`src/rtl/term_pkg.sv`:
```
// Shared definitions for the character terminal controller: FSM states,
// control codes and the printable code range.
package term_pkg;

    typedef enum logic [2:0] {
        IDLE,
        PUT,
        SCR_RD,
        SCR_WR,
        SCR_CLR,
        CLR
    } state_t;

    localparam logic [7:0] CR       = 8'h0D;
    localparam logic [7:0] LF       = 8'h0A;
    localparam logic [7:0] BS       = 8'h08;
    localparam logic [7:0] FF       = 8'h0C;
    localparam logic [7:0] PRINT_LO = 8'h20;
    localparam logic [7:0] PRINT_HI = 8'h7E;

    function automatic logic is_printable(input logic [7:0] code);
        return (code >= PRINT_LO) && (code <= PRINT_HI);
    endfunction

endpackage

```
`src/rtl/term_if.sv`:
```
// Character input handshake, VRAM port and cursor outputs of the terminal
// controller. The controller uses the slave view; the character source and
// VRAM model use the master view.
interface term_if #(
    parameter int COL_W = 6,
    parameter int ROW_W = 5
);
    logic                   i_valid;
    logic [7:0]             i_char;
    logic                   o_ready;
    logic [ROW_W+COL_W-1:0] o_vram_addr;
    logic                   o_vram_ce;
    logic                   o_vram_we;
    logic [7:0]             o_vram_din;
    logic [7:0]             i_vram_dout;
    logic [ROW_W-1:0]       o_row;
    logic [COL_W-1:0]       o_col;

    modport master (
        output i_valid, i_char, i_vram_dout,
        input  o_ready, o_vram_addr, o_vram_ce, o_vram_we, o_vram_din,
               o_row, o_col
    );

    modport slave (
        input  i_valid, i_char, i_vram_dout,
        output o_ready, o_vram_addr, o_vram_ce, o_vram_we, o_vram_din,
               o_row, o_col
    );
endinterface

```
`src/rtl/term_cursor.sv`:
```
// Cursor position register: advance with wrap, line feed, carriage return,
// backspace and home. The scroll flag tells the controller that the command
// presented this cycle pushes the cursor past the last row, in which case
// the row stays on the last line and the screen contents move instead.
module term_cursor
    import term_pkg::*;
#(
    parameter int COLS  = 60,
    parameter int ROWS  = 17,
    parameter int COL_W = 6,
    parameter int ROW_W = 5
) (
    input  logic             clk,
    input  logic             rst_n,
    input  logic             adv,
    input  logic             lf,
    input  logic             cr,
    input  logic             bs,
    input  logic             home,
    output logic [ROW_W-1:0] row,
    output logic [COL_W-1:0] col,
    output logic             scroll
);

    localparam logic [COL_W-1:0] COL_LAST = COL_W'(COLS - 1);
    localparam logic [ROW_W-1:0] ROW_LAST = ROW_W'(ROWS - 1);

    logic col_last;
    logic row_last;

    assign col_last = (col == COL_LAST);
    assign row_last = (row == ROW_LAST);
    assign scroll   = (adv && col_last && row_last) || (lf && row_last);

    // Cursor update; commands are mutually exclusive, home wins if not.
    always_ff @(posedge clk or negedge rst_n) begin
        if (!rst_n) begin
            row <= '0;
            col <= '0;
        end else if (home) begin
            row <= '0;
            col <= '0;
        end else if (adv) begin
            if (col_last) begin
                col <= '0;
                if (!row_last) row <= row + ROW_W'(1);
            end else begin
                col <= col + COL_W'(1);
            end
        end else if (lf) begin
            if (!row_last) row <= row + ROW_W'(1);
        end else if (cr) begin
            col <= '0;
        end else if (bs) begin
            if (col != '0) col <= col - COL_W'(1);
        end
    end

endmodule

```
`src/rtl/term_ctrl.sv`:
```
// Character terminal controller: accepts one character at a time, writes
// printable codes into VRAM at the cursor, interprets CR/LF/BS/FF, scrolls
// the screen up one line by VRAM read/write copy, and clears the screen.
//
// state   | meaning
// IDLE    | ready for a character (after reset may launch CLR first)
// PUT     | write latched character at cursor, advance cursor
// SCR_RD  | read cell one row below the scroll destination
// SCR_WR  | write the read data to the destination cell
// SCR_CLR | blank the last row after the copy
// CLR     | blank every cell row-major, home cursor at the end
module term_ctrl
    import term_pkg::*;
#(
    parameter int         COLS           = 60,
    parameter int         ROWS           = 17,
    parameter int         COL_W          = 6,
    parameter int         ROW_W          = 5,
    parameter logic [7:0] BLANK          = 8'h20,
    parameter bit         CLEAR_ON_RESET = 1'b1
) (
    input  logic i_clk,
    input  logic i_rst_n,
    term_if.slave bus
);

    localparam logic [COL_W-1:0] COL_LAST     = COL_W'(COLS - 1);
    localparam logic [ROW_W-1:0] ROW_LAST     = ROW_W'(ROWS - 1);
    localparam logic [ROW_W-1:0] SCR_ROW_LAST = ROW_W'(ROWS - 2);

    state_t           state;
    state_t           state_n;
    logic             alive;
    logic [7:0]       char_q;
    logic [ROW_W-1:0] scan_row;
    logic [ROW_W-1:0] scan_row_n;
    logic [COL_W-1:0] scan_col;
    logic [COL_W-1:0] scan_col_n;
    logic             accept;

    logic             cur_adv;
    logic             cur_lf;
    logic             cur_cr;
    logic             cur_bs;
    logic             cur_home;
    logic             cur_scroll;
    logic [ROW_W-1:0] cur_row;
    logic [COL_W-1:0] cur_col;

    logic                   vram_ce;
    logic                   vram_we;
    logic [ROW_W+COL_W-1:0] vram_addr;
    logic [7:0]             vram_din;

    // alive separates the reset-held IDLE (not ready) from the normal IDLE.
    assign bus.o_ready = alive && (state == IDLE);
    assign accept      = bus.o_ready && bus.i_valid;

    term_cursor #(
        .COLS  (COLS),
        .ROWS  (ROWS),
        .COL_W (COL_W),
        .ROW_W (ROW_W)
    ) u_cursor (
        .clk    (i_clk),
        .rst_n  (i_rst_n),
        .adv    (cur_adv),
        .lf     (cur_lf),
        .cr     (cur_cr),
        .bs     (cur_bs),
        .home   (cur_home),
        .row    (cur_row),
        .col    (cur_col),
        .scroll (cur_scroll)
    );

    // State, scan counters and the latched character.
    always_ff @(posedge i_clk or negedge i_rst_n) begin
        if (!i_rst_n) begin
            state    <= IDLE;
            alive    <= 1'b0;
            char_q   <= '0;
            scan_row <= '0;
            scan_col <= '0;
        end else begin
            state    <= state_n;
            alive    <= 1'b1;
            scan_row <= scan_row_n;
            scan_col <= scan_col_n;
            if (accept) char_q <= bus.i_char;
        end
    end

    // Next state, cursor commands and VRAM access. Scan counters always end
    // an operation at zero so the next scroll or clear starts from (0,0).
    always_comb begin
        state_n    = state;
        scan_row_n = scan_row;
        scan_col_n = scan_col;
        vram_ce    = 1'b0;
        vram_we    = 1'b0;
        vram_addr  = '0;
        vram_din   = '0;
        cur_adv    = 1'b0;
        cur_lf     = 1'b0;
        cur_cr     = 1'b0;
        cur_bs     = 1'b0;
        cur_home   = 1'b0;

        case (state)
            IDLE: begin
                if (!alive) begin
                    if (CLEAR_ON_RESET) state_n = CLR;
                end else if (bus.i_valid) begin
                    if (is_printable(bus.i_char)) begin
                        state_n = PUT;
                    end else begin
                        case (bus.i_char)
                            CR: cur_cr = 1'b1;
                            LF: begin
                                cur_lf = 1'b1;
                                if (cur_scroll) state_n = SCR_RD;
                            end
                            BS: cur_bs = 1'b1;
                            FF: state_n = CLR;
                            default: ;
                        endcase
                    end
                end
            end

            PUT: begin
                vram_ce   = 1'b1;
                vram_we   = 1'b1;
                vram_addr = {cur_row, cur_col};
                vram_din  = char_q;
                cur_adv   = 1'b1;
                state_n   = cur_scroll ? SCR_RD : IDLE;
            end

            SCR_RD: begin
                vram_ce   = 1'b1;
                vram_addr = {scan_row + ROW_W'(1), scan_col};
                state_n   = SCR_WR;
            end

            SCR_WR: begin
                vram_ce   = 1'b1;
                vram_we   = 1'b1;
                vram_addr = {scan_row, scan_col};
                vram_din  = bus.i_vram_dout;
                state_n   = SCR_RD;
                if (scan_col == COL_LAST) begin
                    scan_col_n = '0;
                    if (scan_row == SCR_ROW_LAST) begin
                        scan_row_n = '0;
                        state_n    = SCR_CLR;
                    end else begin
                        scan_row_n = scan_row + ROW_W'(1);
                    end
                end else begin
                    scan_col_n = scan_col + COL_W'(1);
                end
            end

            SCR_CLR: begin
                vram_ce   = 1'b1;
                vram_we   = 1'b1;
                vram_addr = {ROW_LAST, scan_col};
                vram_din  = BLANK;
                if (scan_col == COL_LAST) begin
                    scan_col_n = '0;
                    state_n    = IDLE;
                end else begin
                    scan_col_n = scan_col + COL_W'(1);
                end
            end

            CLR: begin
                vram_ce   = 1'b1;
                vram_we   = 1'b1;
                vram_addr = {scan_row, scan_col};
                vram_din  = BLANK;
                if (scan_col == COL_LAST) begin
                    scan_col_n = '0;
                    if (scan_row == ROW_LAST) begin
                        scan_row_n = '0;
                        cur_home   = 1'b1;
                        state_n    = IDLE;
                    end else begin
                        scan_row_n = scan_row + ROW_W'(1);
                    end
                end else begin
                    scan_col_n = scan_col + COL_W'(1);
                end
            end

            default: state_n = IDLE;
        endcase
    end

    assign bus.o_vram_ce   = vram_ce;
    assign bus.o_vram_we   = vram_we;
    assign bus.o_vram_addr = vram_addr;
    assign bus.o_vram_din  = vram_din;
    assign bus.o_row       = cur_row;
    assign bus.o_col       = cur_col;

endmodule

```
`src/flat_wrapper.sv`:
```
// flat-port wrapper written by rule: the top's interface ports become plain ports
module term_ctrl_flat import term_pkg::*;
#(
    parameter int         COLS           = 60,
    parameter int         ROWS           = 17,
    parameter int         COL_W          = 6,
    parameter int         ROW_W          = 5,
    parameter logic [7:0] BLANK          = 8'h20,
    parameter bit         CLEAR_ON_RESET = 1'b1
)
  (i_clk, i_rst_n, bus_i_valid, bus_i_char, bus_i_vram_dout, bus_o_ready, bus_o_vram_addr, bus_o_vram_ce, bus_o_vram_we, bus_o_vram_din, bus_o_row, bus_o_col);
  term_if #(.COL_W(COL_W), .ROW_W(ROW_W)) bus_i ();
  input  logic i_clk;
  input  logic i_rst_n;
  input wire logic [$bits(bus_i.i_valid)-1:0] bus_i_valid;
  input wire logic [$bits(bus_i.i_char)-1:0] bus_i_char;
  input wire logic [$bits(bus_i.i_vram_dout)-1:0] bus_i_vram_dout;
  output wire logic [$bits(bus_i.o_ready)-1:0] bus_o_ready;
  output wire logic [$bits(bus_i.o_vram_addr)-1:0] bus_o_vram_addr;
  output wire logic [$bits(bus_i.o_vram_ce)-1:0] bus_o_vram_ce;
  output wire logic [$bits(bus_i.o_vram_we)-1:0] bus_o_vram_we;
  output wire logic [$bits(bus_i.o_vram_din)-1:0] bus_o_vram_din;
  output wire logic [$bits(bus_i.o_row)-1:0] bus_o_row;
  output wire logic [$bits(bus_i.o_col)-1:0] bus_o_col;
  assign bus_i.i_valid = bus_i_valid;
  assign bus_i.i_char = bus_i_char;
  assign bus_i.i_vram_dout = bus_i_vram_dout;
  assign bus_o_ready = bus_i.o_ready;
  assign bus_o_vram_addr = bus_i.o_vram_addr;
  assign bus_o_vram_ce = bus_i.o_vram_ce;
  assign bus_o_vram_we = bus_i.o_vram_we;
  assign bus_o_vram_din = bus_i.o_vram_din;
  assign bus_o_row = bus_i.o_row;
  assign bus_o_col = bus_i.o_col;
  term_ctrl #(.COLS(COLS), .ROWS(ROWS), .COL_W(COL_W), .ROW_W(ROW_W), .BLANK(BLANK), .CLEAR_ON_RESET(CLEAR_ON_RESET)) u_core (.i_clk(i_clk), .i_rst_n(i_rst_n), .bus(bus_i));
endmodule
```
`config.mk`:
```
export PLATFORM = sky130hd
export DESIGN_NAME = term_ctrl_flat
export DESIGN_NICKNAME = d
export VERILOG_FILES = /design/src/rtl/term_pkg.sv /design/src/rtl/term_if.sv /design/src/rtl/term_cursor.sv /design/src/rtl/term_ctrl.sv /design/src/flat_wrapper.sv
export SDC_FILE = /design/constraint.sdc
export NUM_CORES = 1
export LEC_CHECK = 0
export ABC_AREA = 1
export BUFFER_PORTS_ARGS = -buffer_cell sky130_fd_sc_hd__buf_2
export CORE_ASPECT_RATIO = 1.4
export CORE_MARGIN = 10
export CORE_UTILIZATION = 45
export CTS_BUF_LIST = sky130_fd_sc_hd__clkbuf_8
export DETAILED_ROUTE_END_ITERATION = 16
export HOLD_SLACK_MARGIN = 0.1
export PLACE_DENSITY = 0.67
export RECOVER_POWER = 50
export REMOVE_ABC_BUFFERS = 1
export SLEW_MARGIN = 10
export SYNTH_ARGS = -nofsm -noshare
export SYNTH_HDL_FRONTEND = slang
export SYNTH_HIERARCHICAL = 1
export SYNTH_SLANG_ARGS = --single-unit
```
`constraint.sdc`:
```
create_clock -name i_clk -period 2.9 [get_ports i_clk]
set_clock_uncertainty 0.15 [all_clocks]
set_input_delay 0.145 -clock i_clk [delete_from_list [all_inputs] [get_ports i_clk]]
set_output_delay 0.145 -clock i_clk [all_outputs]
set_load 0.02 [all_outputs]
```
# Word-level counts from Yosys, hierarchy flattened
# Index checks and enable logic that the tools add are counted.
# totals
ff_bits,34
latch_bits,0
ramBits,0
romBits,0
inputBits,19
out_inout_bits,33
wordCells,112
memories,0
# op_classes
addsub,5
multipliers,0
div_mod_pow,0
order_cmp,2
eq_ne,23
n_shift,0
n_mux,53
n_bitwise,0
reduce_logical,22
# op_table
operator,n
6-bit two-way mux,8
5-bit two-way mux,9
11-bit case mux with 4 select lines,1
8-bit by 4-bit equality test with 1-bit output (second input constant),4
3-bit two-way mux,9
8-bit case mux with 3 select lines,1
1-bit two-way mux,21
3-bit case mux with 6 select lines,1
6-bit by 1-bit adder with 6-bit output (second input constant),2
6-bit equality test (second input constant),2
5-bit by 1-bit adder with 5-bit output (second input constant),2
5-bit equality test (second input constant),2
5-bit != test (second input constant),2
5-bit case mux with 2 select lines,1
8-bit by 6-bit >= comparator with 1-bit output (second input constant),1
8-bit by 7-bit <= comparator with 1-bit output (second input constant),1
2-bit by 1-bit != test with 1-bit output (second input constant),4
4-bit nonzero test,2
3-bit by 2-bit equality test with 1-bit output (second input constant),2
3-bit equality test (second input constant),2
1-bit logical AND,6
3-bit case mux with 2 select lines,1
3-bit AND reduction,2
6-bit AND reduction,1
other kinds (17),18

# Longest topological paths before layout
# depth
word_depth,14
ltp_mapped,15

# Cells and area by module
# Netlist, hierarchy kept.
# modules_own_cells
module,n_inst,cells_per_inst,area_each_um2
term_ctrl,1,222,1662.8
term_cursor,1,130,894.6

# Least setup slack after synthesis
# OpenSTA, ideal clock, no wires.
# synth_timing
path_kind,reg-to-reg
from,reg u_core.scan_col[0]
to,reg u_core.u_cursor.row[0]
setup_time_ps,126
arrival_time_ps,1826
slack_ps,798
path_stages_with_launch,9
path_buffers,0
period_less_slack_ps,2102
path_cell_list,dfrtp_1 > ha_1 > nand3_1 > nor2_1 > inv_2 > nor3_1 > inv_2 > nand2_4 > o21ai_0
# synth_via
elab_chain_len,5
# synth_rtl
item,line_no,text
start: declaration,term_ctrl.sv:37,logic [COL_W-1:0] scan_col;
start signal: assignment,term_ctrl.sv:89,scan_col <= scan_col_n;
6-bit equality test (*),term_ctrl.sv:184,if (scan_col == COL_LAST) begin
1-bit two-way mux (*),term_ctrl.sv:184,
1-bit two-way mux (*),term_ctrl.sv:110,case (state)
net u_core.cur_home,term_ctrl.sv:45,logic cur_home;
3-bit by 1-bit != test with 1-bit output (no line) or 3-bit nonzero test (tied branches),-,
2-bit AND reduction (no line),-,
end signal: assignment,term_cursor.sv:46,if (!row_last) row <= row + ROW_W'(1);
end signal: assignment,term_cursor.sv:51,if (!row_last) row <= row + ROW_W'(1);
end: declaration,term_cursor.sv:20,"output logic [ROW_W-1:0] row,"
# The timed path passes the listed nets; every way through them passes the cells marked *.
# A chain may end at the register's enable or synchronous reset.

# Final worst setup path
# layout_timing
from,reg u_core.state[2]
to,out bus_o_vram_addr[8]
# layout_via
elab_chain_len,3
# layout_rtl
item,line_no,text
start: declaration,term_ctrl.sv:31,state_t state;
start signal: assignment,term_ctrl.sv:86,state <= state_n;
3-bit by 2-bit equality test with 1-bit output or 3-bit equality test (tied branches),term_ctrl.sv:110,
2-bit OR reduction (no line),-,
11-bit case mux with 4 select lines (*),term_ctrl.sv:110,
end: declaration,flat_wrapper.sv:19,output wire logic [$bits(bus_i.o_vram_addr)-1:0] bus_o_vram_addr;
# Every way passes the cells marked *; elsewhere a longest branch is shown, timed or not.

==> summary.txt <==
Detailed routing
  • DRC: 0
  • Total Wirelength: slightly below 7 mm
  • DRT Pass-1 Iters: 4
  • Starting DRT DRC Count: between 150 and 200
  • Routed length per instance: 14.0 microns
  • Vias per cell: 5.24
  • Vias: 2546
  • Post-route ant nets: 0

Floorplanning
  • Cell row count: 32
  • Die width: roughly 84 microns
  • Core area: 5530 sq um
  • Initial Util: 0.463
  • I/O pins: 52
  • Die Span Y: approximately 110 microns
  • Die Footprint: ~9100 sq um

Logic synthesis
  • Simple logic cell fraction of the synthesized area: 0.362
  • Synth Warn #: 6
  • Fraction of registers with async set/reset: 1.00
  • Cells after synthesis: ~350
  • Area leader, netlist: dfrtp_1
  • Distinct cells, synth: 36
  • Most used DFF post-synth: dfrtp_1
  • Syn avg cell area: ~7.3 sq um
  • Post-synthesis mux area share: 0
  • Combinational family with the most area after synthesis: simple AND/OR/NAND/NOR gates
  • Synth Cell Area: between 2000 and 3000 sq um
  • Compound-Gate Fraction of Synth Area: 0.149
  • FF+latch count, synth: 34
  • Synth Area in XOR/XNOR: 0.0205
  • Leading post-synthesis cells by instance count: 91 x nand2_1, 39 x inv_1, 34 x dfrtp_1, 32 x nand3_1, 27 x nor2_1
  • Seq/Total Area, Yosys: 0.333
  • Post-synth EDFFs: 0
  • Area share of fa/ha/maj cells after synthesis: 0.0489
  • Count leader, synth: nand2_1
  • Synth top area share: 0.333
  • Area contributors post-synth: dfrtp_1 33%, nand2_1 13%, nand3_1 6.3%

Worst setup path
  • Beginning of the critical path: u_core/state[2]
  • CP Launch Type: register
  • FF-to-FF setup slack: approximately 0.5 ns
  • Crit path max fanout: 14
  • CP endpoint kind: output port
  • R2r endpoint: u_core/state[0]
  • Data arrival, critical path: between 2 and 2.5 ns
  • Classification of the worst setup path: reg -> out
  • Critical path endpoint: bus_o_vram_addr[8]
  • FF-to-FF path depth: 13
  • FF-to-FF Start: u_core/state[2]
  • Worst Path Required: ~2.6 ns

Global routing
  • First-pass GRT wire length: about 12 mm
  • Global-route usage over all layers: 0.149
  • Number of global-route vias before repair: 2539
  • Overflow after GRT: 0
  • Initial antenna violation count: 0
  • Largest net degree at the start of global routing: 35

Timing
  • Max-slew violation count: 35
  • RSZ-0062 raised after global routing: false
  • Final setup viols: 0
  • Setup TNS: 0 ns
  • Relative slew slack: -0.276
  • Least-Margin Pin Slew: ~1.9 ns
  • Final hold vios: 0
  • Min Tclk post-route: ~2.5 ns
  • Hold WS: about 0.13 ns
  • Period utilization: 0.860
  • Fmax: ~400 MHz

Placement
  • Placed cell count: roughly 470
  • Post-DP HPWL: between 5 and 6 mm
  • Placer Congestion: between 0.8 and 0.9
  • IO buf count: 51

Clock tree
  • Hold-fix buffers, CTS: 10
  • Register clock-pin slew on the reported worst setup and hold paths: about 0.08 ns
  • CTS sink count: 34
  • Post-CTS sizing: 0
  • Maximum buffer depth of the clock tree: 2
  • Num CTS Buffers: 5
  • Depth of the CTS H-tree: 2
  • Clock Latency Late Sink: a little under 0.3 ns
  • Clk root buf: clkbuf_8
  • Setup bufs post-CTS: 0
  • CTS tree: done

Job
  • Number of max-cap violations: 1

Outcome
  • Run status: finished, violations left
  • Violated checks: capacitance limit, slew limit

Layout
  • Fin cells: a little under 500
  • Final #Nets: about 450
  • Layout cells sized above 1: 0.208
  • Antenna Cells: 0
  • Area Overhead vs Synth: 20.9%

Pwr
  • Leakage power: 0.00155 uW
  • Peak supply drop: roughly 0.21 mV
  • Power Dens Cells: roughly 350 nW/um^2

Min path
  • HP Class: in -> reg
  • Worst hold stages: 5
final cells by class:
type / instances / area (sq um)
clock buffers: 6 / 82.6
clock inverters: 2 / 60.1
fillers: 554 / 2430
inverters: 49 / 186
multi-input cells: 264 / 1470
flip-flops and latches: 34 / 851
well taps: 68 / 85.1
repair buffers: 63 / 355
power breakdown:
group / internal (uW) / switching, uW
logic: 24.4 / 31.7
clock network: 367 / 184
registers: 480 / 4.18
per-stage QoR:
step / setup slack (ns) / area, sq um / total power (uW) / utilization
3_5_place_dp: 0.645 / 2880 / 542 / 0.522
5_1_grt: 0.163 / 3090 / 1130 / 0.560
2_1_floorplan: 0.371 / 2520 / 513 / -
6_report: 0.406 / 3090 / 1090 / 0.560
4_1_cts: 0.483 / 3120 / 1110 / 0.565
3_3_place_gp: 0.730 / 2880 / 541 / 0.522
worst max-delay path, stage by stage, from the launching register on:
cell     delay (ns)
dfrtp_1        0.41
inv_1          0.16
nand2_1        0.13
nor2_2         0.46
buf_4          0.34
a22oi_1        0.11
o21ai_0        0.10
buf_2          0.20
sequential cells by signal, summed over array words and instances, names as in the netlist:
register             count
u_core/alive             1
u_core/char_q            8
u_core/scan_col          6
u_core/scan_row          5
u_core/state             3
u_core/u_cursor/col      6
u_core/u_cursor/row      5
kinds of logic after synthesis:
logic type	count (synthesis)
adder cells (fa/ha/maj)	10
XOR/XNOR	6
AND/OR/NAND/NOR	188
flip-flops	34
buffers and inverters	54
other	1
AO/OA/AOI/OAI	59
layer usage:
| metal | track usage | wire length [microns] |
|---|---|---|
| met1 | 0.165 | 2860 |
| met4 | 0.0456 | 67 |
| met2 | 0.278 | 3560 |
| met3 | 0.0321 | 291 |
| met5 | 0 | 0 |
cells in the final DEF, fill, tap and decap left out, drive strengths merged:
cell,instances
a21oi,11
a221o,1
dfrtp,34
a22o,7
nand2,101
a22oi,3
o22ai,3
conb,1
nor2,35
buf,41
o221ai,3
o21ai,30
clkbuf,18
nand4,7
bufinv,2
nand3,35
xnor2,2
inv,49
nor3b,2
nor3,8
a31oi,1
dlygate4sd3,10
xor2,4
ha,10
worst min path at each step:
stage | startpoint | endpoint | slack [ns]
after floorplan | i_rst_n | u_core/alive | -0.30
after global placement | i_rst_n | u_core/u_cursor/col[1] | 0.13
after detailed placement | i_rst_n | u_core/u_cursor/col[1] | 0.14
after CTS | bus_i_valid | u_core/state[2] | 0.12
after global routing | bus_i_valid | u_core/state[2] | 0.14
final | bus_i_valid | u_core/state[0] | 0.13
No activity file was read; power rests on OpenSTA's default activity.
